**config.mk**
```make
export PLATFORM = sky130hd
export DESIGN_NAME = rob_xcpt_handler
export DESIGN_NICKNAME = d
export VERILOG_FILES = /design/src/rtl/rob_xcpt_handler.sv
export SDC_FILE = /design/constraint.sdc
export NUM_CORES = 1
export LEC_CHECK = 0
export CORE_ASPECT_RATIO = 0.7
export CORE_UTILIZATION = 41
export DETAILED_ROUTE_END_ITERATION = 8
export PLACE_DENSITY = 0.8
export SYNTH_ARGS = -nofsm -noshare
export SYNTH_HDL_FRONTEND = slang
export SYNTH_SLANG_ARGS = --single-unit
```
**constraint.sdc**
```tcl
create_clock -name clock -period 2 [get_ports clock]
set_clock_uncertainty 0.1 [all_clocks]
set_input_delay 0.4 -clock clock [delete_from_list [all_inputs] [get_ports clock]]
set_output_delay 0.4 -clock clock [all_outputs]
set_load 0.02 [all_outputs]
```
**src/rtl/rob_xcpt_handler.sv**
```systemverilog
// rtl/rob_xcpt_handler.sv - commit-side exception entry/return sequencer for the reorder buffer
package rob_xcpt_pkg;
    localparam int XCPT_PC_W = 32;

    typedef enum logic [2:0] {
        XCPT_ITLB_MISS        = 3'd0,
        XCPT_FETCH_BUS_ERROR  = 3'd1,
        XCPT_ILLEGAL_INSTR    = 3'd2,
        XCPT_OVERFLOW         = 3'd3,
        XCPT_CACHE_ADDR_FAULT = 3'd4,
        XCPT_DTLB_MISS        = 3'd5,
        XCPT_CACHE_BUS_ERROR  = 3'd6
    } xcpt_type_t;

    typedef struct packed {
        logic                 valid;
        xcpt_type_t           xcpt_type;
        logic [XCPT_PC_W-1:0] addr_val;
        logic [XCPT_PC_W-1:0] pc;
    } reorder_buffer_xcpt_info_t;
endpackage

module rob_xcpt_handler
    import rob_xcpt_pkg::*;
#(
    parameter int                  PC_WIDTH        = 32,
    parameter int                  ROB_IDX_WIDTH   = 3,
    parameter logic [PC_WIDTH-1:0] XCPT_HANDLER_PC = 32'h0000_2000,
    parameter int                  FLUSH_CYCLES    = 2
) (
    input  logic                      clock,
    input  logic                      reset,
    input  logic                      commit_valid,
    input  logic [ROB_IDX_WIDTH-1:0]  commit_rob_idx,
    input  logic [PC_WIDTH-1:0]       commit_pc,
    input  logic                      commit_is_iret,
    input  reorder_buffer_xcpt_info_t commit_xcpt_info,
    output logic                      commit_stall,
    output logic                      xcpt_taken,
    output logic                      flush_pipeline,
    output logic                      fetch_redirect_valid,
    output logic [PC_WIDTH-1:0]       fetch_redirect_pc,
    input  logic                      fetch_redirect_ack,
    output logic                      priv_mode,
    output logic [PC_WIDTH-1:0]       rm0_xcpt_pc,
    output logic [PC_WIDTH-1:0]       rm1_xcpt_addr,
    output xcpt_type_t                rm2_xcpt_type,
    output logic [ROB_IDX_WIDTH-1:0]  rm2_xcpt_rob_idx,
    output logic                      fatal_error,
    output logic [7:0]                xcpt_count
);

    localparam int CNT_W = (FLUSH_CYCLES > 1) ? $clog2(FLUSH_CYCLES) : 1;

    typedef enum logic [2:0] {
        IDLE,
        FLUSH,
        REDIRECT,
        HANDLER,
        RETURN,
        FATAL
    } state_t;

    state_t             state, state_next;
    logic [CNT_W-1:0]   flush_cnt, flush_cnt_next;
    logic               accept;
    logic               enter;
    xcpt_type_t         cap_type;
    logic [PC_WIDTH-1:0] cap_pc;
    logic [PC_WIDTH-1:0] cap_addr;

    // Outputs are registered from state_next, so stall here reflects the current state.
    always_comb begin
        accept         = commit_valid && !commit_stall;
        state_next     = state;
        flush_cnt_next = flush_cnt;
        enter          = 1'b0;
        case (state)
            IDLE: begin
                if (accept && (commit_xcpt_info.valid || commit_is_iret)) begin
                    enter          = 1'b1;
                    state_next     = FLUSH;
                    flush_cnt_next = CNT_W'(FLUSH_CYCLES - 1);
                end
            end
            FLUSH: begin
                if (flush_cnt == '0) state_next = REDIRECT;
                else                 flush_cnt_next = flush_cnt - 1'b1;
            end
            REDIRECT: begin
                if (fetch_redirect_ack) state_next = HANDLER;
            end
            HANDLER: begin
                if (accept) begin
                    if (commit_xcpt_info.valid) state_next = FATAL;
                    else if (commit_is_iret)    state_next = RETURN;
                end
            end
            RETURN: begin
                if (fetch_redirect_ack) state_next = IDLE;
            end
            FATAL:   state_next = FATAL;
            default: state_next = IDLE;
        endcase
    end

    // An iret with no exception record enters as illegal_instr at its own PC.
    always_comb begin
        cap_type = XCPT_ILLEGAL_INSTR;
        cap_pc   = commit_pc;
        cap_addr = '0;
        if (commit_xcpt_info.valid) begin
            cap_type = commit_xcpt_info.xcpt_type;
            cap_pc   = PC_WIDTH'(commit_xcpt_info.pc);
            case (commit_xcpt_info.xcpt_type)
                XCPT_ITLB_MISS, XCPT_FETCH_BUS_ERROR, XCPT_CACHE_ADDR_FAULT,
                XCPT_DTLB_MISS, XCPT_CACHE_BUS_ERROR:
                    cap_addr = PC_WIDTH'(commit_xcpt_info.addr_val);
                default: cap_addr = '0;
            endcase
        end
    end

    always_ff @(posedge clock) begin
        if (!reset) begin
            state                <= IDLE;
            flush_cnt            <= '0;
            commit_stall         <= 1'b0;
            xcpt_taken           <= 1'b0;
            flush_pipeline       <= 1'b0;
            fetch_redirect_valid <= 1'b0;
            fetch_redirect_pc    <= '0;
            priv_mode            <= 1'b0;
            rm0_xcpt_pc          <= '0;
            rm1_xcpt_addr        <= '0;
            rm2_xcpt_type        <= XCPT_ITLB_MISS;
            rm2_xcpt_rob_idx     <= '0;
            fatal_error          <= 1'b0;
            xcpt_count           <= '0;
        end else begin
            state                <= state_next;
            flush_cnt            <= flush_cnt_next;
            commit_stall         <= (state_next == FLUSH) || (state_next == REDIRECT) ||
                                    (state_next == RETURN) || (state_next == FATAL);
            xcpt_taken           <= enter;
            flush_pipeline       <= (state_next == FLUSH) || (state_next == RETURN);
            fetch_redirect_valid <= (state_next == REDIRECT) || (state_next == RETURN);
            fatal_error          <= (state_next == FATAL);
            if (state_next == REDIRECT)    fetch_redirect_pc <= XCPT_HANDLER_PC;
            else if (state_next == RETURN) fetch_redirect_pc <= rm0_xcpt_pc;
            if (enter) begin
                rm0_xcpt_pc      <= cap_pc;
                rm1_xcpt_addr    <= cap_addr;
                rm2_xcpt_type    <= cap_type;
                rm2_xcpt_rob_idx <= commit_rob_idx;
                priv_mode        <= 1'b1;
                if (xcpt_count != 8'hFF) xcpt_count <= xcpt_count + 8'd1;
            end else if ((state == RETURN) && (state_next == IDLE)) begin
                priv_mode <= 1'b0;
            end
        end
    end

endmodule

```
==> run summary, run 1 <==
Compared with the post-synthesis result, the final layout area differs by 65.88%. The detailed router placed 4360 vias in this run. The cell depth of the worst flop-to-flop path came out at 6. The clock drives 120 sinks. Net count reported at finish: 799.

Class of the most critical hold timing path: in2reg. The setup path with the least slack is of type reg2out. Once the floorplan was initialized, standard cells occupied 42.57% of the core.

Summed over all instances, the cell type with the most area after synthesis is sky130_fd_sc_hd__dfxtp_1. Counting along the longest clock path gives a buffer depth of 2. The detailed router finished its first iteration with 266 violations.

On the critical path, the stage with the largest delay is an instance of sky130_fd_sc_hd__clkdlybuf4s50_1. The number of synthesized flops with an enable pin is 0, and the wire length of the first global-routing pass is 21800 um. The switching power of the nets came out at 1.961 mW. The instance count on the critical path was 1.

Yosys attributes the largest share of cell area to sky130_fd_sc_hd__dfxtp_1, sky130_fd_sc_hd__a22oi_2, sky130_fd_sc_hd__mux2i_1, sky130_fd_sc_hd__nor2_1, sky130_fd_sc_hd__a22o_1. For the arrival time of data at the critical path endpoint, the log shows 1.45 ns. The cell count after synthesis was 452; the area share of the largest cell type after synthesis was 50.70%. Fraction of power spent switching nets: 27.08%. The run finished with clean final reports. Input and output buffers added on the ports amount to 223.

The synthesized design contains 120 register bits. In this run the power density over the cells is 921.2 mW/mm^2. Count of final max-slew check failures: 0.

The detail route stage leaves a number of antenna-violating nets equal to 0. Sequential elements use 50.70% of the synthesized area. The shortest clock period the worst path allows after layout is 1.949 ns.

Reg-to-reg startpoint: state[2]$_SDFF_PN0_. The most critical setup path has its startpoint at xcpt_count[4]$_SDFFE_PN0P_. The finished layout holds 856 standard cells, fillers aside.

The run gives 224 as the count of pins on the block boundary. The tools report the count of warnings emitted by yosys as 0. The via count of the first global-routing pass was 4362.

The async set-or-reset flop fraction in the synthesized netlist works out to 0%. Per report_power, the sequential group accounts for 37.3% of the total. The clock-pin slew on the worst setup and hold paths came out at 0.06 ns. At the pin with the least slew margin, the transition time is 0.6230 ns. Across the VDD grid, the largest voltage drop is 0.0006623 V.

A synthesized cell averages 10.48 um^2. The accumulated negative setup slack came out at 0 ns. After detailed routing, the number of remaining DRC violations is 0. Count of endpoints failing hold in the final timing report: 0. The floorplan has 32 rows. The total global-route track usage is 23.64%, and the share of power burned in the clock network is 41.4%. The cell depth of the worst hold path is 3, and the total grt overflow is 0. The number of different library cells in the post-synthesis netlist was 46. Max-cap violations in this run came to 0. The routed wire length per instance works out to 16.34 um. The startpoint identified for the worst hold timing path is commit_xcpt_info[67]. For this run, the top clock speed supported by timing is 0.5130 GHz. Setup violations remaining at the end of the flow were counted as 0. The floorplan step defined a die boundary enclosing 0.01200 mm^2.

The half-perimeter wire length after detailed placement was 9962 um. The repair_antennas step left the layout with diodes totalling 0. The cell sitting at the root of the clock tree is a sky130_fd_sc_hd__clkbuf_16. The critical path launch point type was a flop. The detailed-router iteration count before antenna repair was 6.

In this design, the largest share of critical-path delay is due to buffers and inverters. Count of buffering cells on the critical path with inverters included: 1. Dividing the final minimum period by the clock period gives 97.47%. Of all nets on the critical path, the largest fanout is 5.

The width of the die was 130.5 um; the maximum number of pins on one net before global-route repair was 68. The number of nets handed over by synthesis was 561. The H-tree was split into 4 levels. The number of hold buffers added after CTS came out at 0. The clock latency reported for the late side of the worst-skew pair was 0.39 ns; the global placement routability congestion was 0.8766.

The internal power contribution was 5.280 mW. Predominant post-synthesis flop cell: sky130_fd_sc_hd__dfxtp_1. For the total wire length after detailed routing, the log shows 13990 um. The commonest cells after synthesis are sky130_fd_sc_hd__dfxtp_1, sky130_fd_sc_hd__nor2_1, sky130_fd_sc_hd__a211oi_1, sky130_fd_sc_hd__mux2i_1, sky130_fd_sc_hd__a22o_1.

The worst setup path is captured at an output pin. Among all cell types in the netlist, the one instantiated most often is sky130_fd_sc_hd__dfxtp_1. The initial antenna violation count was 0.

Once placement completed, the tool counted placed cells totaling 821. The largest incremental delay on the critical path is 0.64 ns. The core region is 0.01113 mm^2. In this run the vertical extent of the chip is 91.95 um.

In this run, CTS created clock tree buffers numbering 17. Measured against its own limit, the worst slew margin works out to 58.31%. The fraction of final layout cells sized beyond drive strength 1 is 15.79%, and the share of total power in combinational logic is 21.3%.

The ratio of routed vias to standard cells was 5.093. Data on the critical path is required at its endpoint by 1.50 ns. The leakage power figure was 2.965 nW. The mapped netlist covers 0.004738 mm^2.

Walking the worst path, the cells encountered are clkdlybuf4s50_1. TritonCTS built the clock tree.
## tightest hold or removal path: cells and delay by family
family                 cells  cell delay (ns)
AOI/OAI and AO/OA          1             0.08
buffers and inverters      2             0.25
## power groups by stage
stage | clock network [mW] | logic [mW] | registers [mW]
finish | 3.00 | 1.54 | 2.70
global route | 3.18 | 1.65 | 2.72
CTS | 3.05 | 1.52 | 2.70
detailed placement | 0 | 1.49 | 2.75
global placement | 0 | 1.45 | 2.74
floorplan | 0 | 0.597 | 2.92
## layer usage
metal	global-route usage, %	routed length (um)	share of wire (%)
met1	28.60	6020	43
met3	6.651	903	6.5
met5	0	0	0
met2	40.08	6896	49
met4	7.854	167	1.2
## final timing paths
kind / to / slack (ns)
setup / recovery: xcpt_count[4] / 0.05
hold / removal: rm2_xcpt_type[1]$_SDFFE_PN0P_ / 0.29
setup reg to reg: commit_stall$_SDFF_PN0_ / 0.08
hold reg to reg: rm2_xcpt_rob_idx[1]$_SDFFE_PN0P_ / 0.36
## flip-flops by register name, summed over array words and instances (netlist names), 3 cells and up
signal,cells
fetch_redirect_pc,32
rm0_xcpt_pc,32
rm1_xcpt_addr,32
rm2_xcpt_rob_idx,3
rm2_xcpt_type,3
state,3
xcpt_count,8
## kinds of logic after synthesis
| logic type | count (synthesis) | synth area share (%) |
|---|---|---|
| AOI/OAI and AO/OA | 117 | 22.39 |
| muxes | 32 | 6.760 |
| xor gates and xnor gates | 7 | 1.294 |
| and+or+nand+nor | 131 | 13.15 |
| adders and majority gates | 1 | 0.2640 |
| buffers and inverters | 44 | 5.440 |
| DFF | 120 | 50.70 |
## per-stage QoR
| stage | hold WS, ns | setup slack [ns] | cell area (um^2) | power, mW | util, % |
|---|---|---|---|---|---|
| floorplan | 0.3803 | 0.2229 | 4738 | 3.513 | - |
| global placement | 0.3438 | -0.3959 | 7204 | 4.193 | 64.73 |
| detailed placement | 0.3500 | -0.4572 | 7204 | 4.240 | 64.73 |
| CTS | 0.2820 | 0.02683 | 7809 | 7.273 | 70.16 |
| global route | 0.2920 | -0.002777 | 7860 | 7.546 | 70.62 |
| finish | 0.2916 | 0.05058 | 7860 | 7.241 | 70.62 |
## final cells by class
cell class | count | area, um^2
fillers | 804 | 3271
repair buffers | 256 | 2546
flip-flops and latches | 120 | 2405
multi-input cells | 289 | 2107
clock buffers | 19 | 432.9
well taps | 153 | 191.4
clock inverters | 13 | 155.1
inverters | 6 | 22.52
## layout by cell type, fill, tap and decap left out, drive strengths merged, types with 13 or more instances in the layout
cell / n
a22o: 31
buf: 34
nor2: 86
clkbuf: 19
a211oi: 32
mux2i: 32
a21oi: 13
clkdlybuf4s50: 220
dfxtp: 120
nand2: 13
a22oi: 32
## repair_timing
action	CTS	global route
buffers inserted	0	2
pin swaps	2	2
setup endpoints to repair	31	38
gates resized for setup	1	7
gates cloned	1	0
Power figures use the tool's default switching activity.
==> run 2, diff against run 1 <==
- ABC_CLOCK_PERIOD_IN_PS: unset -> 2000
==> results of run 2 <==
No change in the layout: final DEF, timing and power equal those of run 1.
==> run 3, diff against run 2 <==
- CORE_UTILIZATION: 41 -> 55
- DONT_BUFFER_PORTS: unset -> 1
- PLACE_DENSITY: 0.8 -> 0.77
==> run 3 against run 2 <==
Compared with the run above:
- wire length is 20% lower
- non-clock buffer count decreased by 228
- sequential share of layout area grew 13 points
- via count decreased by 21%
- fmax rose by 3.0%
- worst setup slack gained 0.058 ns
- count of clock-buffer cells in the layout rose by 2
==> run summary, run 3 (synthesis results as in run 1) <==
The run finished with clean final reports. Setup repair after global routing left no endpoint under its margin. The largest fanout on the critical path came out at 8 (+3). The total power density per cell area is 1202 mW/mm^2 (+30%). The run gives 0 ns (unchanged) as the accumulated negative setup slack. The run gives 0 (unchanged) as the reported max-cap violation count. The tree is rooted in a sky130_fd_sc_hd__clkbuf_16. The relative slew slack came out at 61.41% (+3.1 points). The post-synthesis to final-layout area growth came out at 16.08%. Category of the critical setup timing path: reg2reg.

The clock-pin slew on the worst setup and hold paths came out at 0.05 ns (about the same). The largest registers in the layout are fetch_redirect_pc x32, rm0_xcpt_pc x32, rm1_xcpt_addr x32. The largest voltage drop on the vdd net was 0.0006743 V (+1.8%).

The count of final max-slew check failures came out at 0 (unchanged). The min-delay analysis places its worst path in the category in2reg. The run gives 11.6% (-9.7 points) as the share of total power in combinational logic. The ratio of routed vias to standard cells is 5.950 (+17%), and the shortest clock period the worst path allows after layout is 1.892 ns (-0.05755 ns).

The capturing element type of the critical path was a flop. The leakage power figure is 2.075 nW (-30%), and the portion of total power attributed to sequential cells is 43.9% (+6.6 points). The share of the clock period used by the worst path was 94.59% (-2.9 points); the total global-route track usage was 24.87% (+1.2 points). TritonCTS built the clock tree.

The via count of the first global-routing pass is 3319 (-24%). The maximum buffer depth of the clock tree was 2 (unchanged); the required arrival time at the worst endpoint was 2.18 ns (+0.68 ns). The antenna violation net count after detailed routing is 0 (unchanged), and the area enclosed by the die boundary is 0.008996 mm^2 (-25%).

The fraction of power spent switching nets came out at 27.74% (+0.66 points). The number of H-tree levels is 4 (unchanged), and the initial core utilization is 58.44% (+16 points). The run gives 0 (unchanged) as the count of endpoints failing hold in the final timing report. The wire length on met1 was 4551 um (-24%).

The run gives 224 (-16%) as the number of design-rule violations left by the first detailed-router iteration. The run gives 0.002402 mm^2 (-0.10%) as the area taken by flip-flops and latches. The run gives 44.5% (+3.1 points) as the share of power burned in the clock network. The critical path launch point type is a flop.

The switching power of the nets is 1.834 mW (-6.5%). The final setup violation count was 0 (unchanged); the routed wire length per instance was 19.32 um (+18%). The highest signal layer in the routed design was met4.

The maximum clock rate came out at 0.5286 GHz (+3.0%). The slew at the pin with the worst max-slew slack came out at 0.5776 ns (-0.04542 ns). Leaving out fill and tap cells, the most frequent cell in the layout is sky130_fd_sc_hd__dfxtp_1.

The maximum number of pins on one net before global-route repair was 48 (-29%). The die boundary height is 79.66 um (-13%). The logs give 5525 um (-20%) for the routed wire length on met2 and 571 (-29%) for the net count reported at finish.

The tools report the number of filler instances in the final layout as 598 (-26%). The number of remaining DRC errors was 0 (unchanged); the combined area of the multi-input logic cells was 0.002096 mm^2 (-0.53%). The logs give 0.008108 mm^2 (-27%) for the area of the core and 17020 um (-22%) for the wire length of the first global-routing pass.

Row count: 27 (-16%). The logs give 0.40 ns (about the same) for the clock latency reported for the late side of the worst-skew pair and 0.8767 (about the same) for the global placement routability congestion. For the initial antenna violation count, the log shows 0 (unchanged).

The total grt overflow is 0 (unchanged). The tools report the total met3 wirelength after detailed routing as 888 um (-1.7%). The top cell types in the final layout, fill and taps aside, are sky130_fd_sc_hd__dfxtp_1, sky130_fd_sc_hd__nor2_1, sky130_fd_sc_hd__mux2i_1, sky130_fd_sc_hd__a211oi_1, sky130_fd_sc_hd__a22o_1.

The tools report the total wire length after detailed routing as 11130 um (-20%). Half-perimeter wire length after detailed placement: 7546 um (-24%). The count of input and output buffers was 0 (-100%); the overall via count from detail_route was 3427 (-21%). The fraction of final layout cells sized beyond drive strength 1 was 21.47% (+5.7 points). The detailed-router iteration count before antenna repair is 4 (-2), and the number of sinks on the clock net is 120 (unchanged).

The post-route core utilization is 67.84% (-2.8 points), and the CTS buffer count is 17 (unchanged). The count of antenna diodes in the layout is 0 (unchanged). The internal power contribution is 4.777 mW (-9.5%). The arrival time of data at the critical path endpoint is 2.07 ns (+0.62 ns), and the width of the die is 112.9 um (-13%).

The count of pins on the block boundary came out at 224 (unchanged).
-- run 3: cell count changes in the layout (fill, tap and decap cells not counted), sizes merged --
cell / previous run / this run
clkinvlp: 3 / 4
dlygate4sd3: 0 / 1
bufinv: 3 / 2
clkinv: 7 / 4
buf: 34 / 27
dlymetal6s2s: 2 / 0
inv: 6 / 7
clkbuf: 19 / 21
clkdlybuf4s50: 220 / 0
-- run 3: layout make-up --
class | instances | area share [%]
multi-input combinational | 289 | 38.10
timing repair buffer | 28 | 4.914
tap | 101 | 2.298
clock buffer | 21 | 8.371
clock inverter | 11 | 2.229
inverter | 6 | 0.4095
sequential | 120 | 43.68
-- run 3: routing by layer --
metal	GRT usage, %	vias to the layer above
met2	40.99	145
met3	10.10	14
met5	0	-
met1	28.65	1609
li1	-	1659
met4	11.05	0
-- run 3: power by group through the flow --
stage / registers (mW) / logic, mW / clock network, mW
6_report: 2.91 / 0.764 / 2.94
4_1_cts: 2.91 / 0.739 / 2.98
2_1_floorplan: 2.92 / 0.597 / 0
3_3_place_gp: 2.95 / 0.682 / 0
3_5_place_dp: 2.96 / 0.711 / 0
5_1_grt: 2.93 / 0.842 / 3.12
-- run 3: final timing paths --
check | from | end | slack [ns] | cells past startpoint
worst max-delay path | state[1]$_SDFF_PN0_ | commit_stall$_SDFF_PN0_ | 0.11 | 5
worst min-delay path | commit_xcpt_info[54] | rm1_xcpt_addr[22]$_SDFFE_PN0P_ | 0.03 | 2
worst max register to register | state[1]$_SDFF_PN0_ | commit_stall$_SDFF_PN0_ | 0.11 | 5
worst min register to register | flush_cnt$_SDFFE_PN0P_ | flush_cnt$_SDFFE_PN0P_ | 0.44 | 2
-- run 3: per-stage QoR --
| stage | power, mW | hold WS (ns) | setup WS [ns] | cells | area, um^2 |
|---|---|---|---|---|---|
| after floorplan | 3.513 | 0.3803 | 0.2229 | 452 | 4738 |
| after global placement | 3.628 | 0.4055 | 0.01103 | 539 | 4848 |
| after detailed placement | 3.667 | 0.4230 | -0.07167 | 539 | 4848 |
| after CTS | 6.625 | 0.01831 | 0.03020 | 573 | 5458 |
| after global routing | 6.887 | 0.01150 | 0.003826 | 576 | 5500 |
| final | 6.611 | 0.03268 | 0.1081 | 576 | 5500 |
-- run 3: repair_timing --
item,CTS,global route
resized for setup,1,2
endpoints found under the setup margin,31,23
hold endpoints to repair,1,0
hold buffers,1,0
gates cloned,1,0
pin swaps,1,0
setup buffers,0,3
-- run 3: worst max-delay path, cell delays in order, from the launching register on --
cell                       delay, ns
sky130_fd_sc_hd__dfxtp_1        0.51
sky130_fd_sc_hd__nand2b_1       0.19
sky130_fd_sc_hd__a21oi_1        0.06
sky130_fd_sc_hd__o21bai_1       0.29
sky130_fd_sc_hd__and2_1         0.25
sky130_fd_sc_hd__o41a_1         0.37
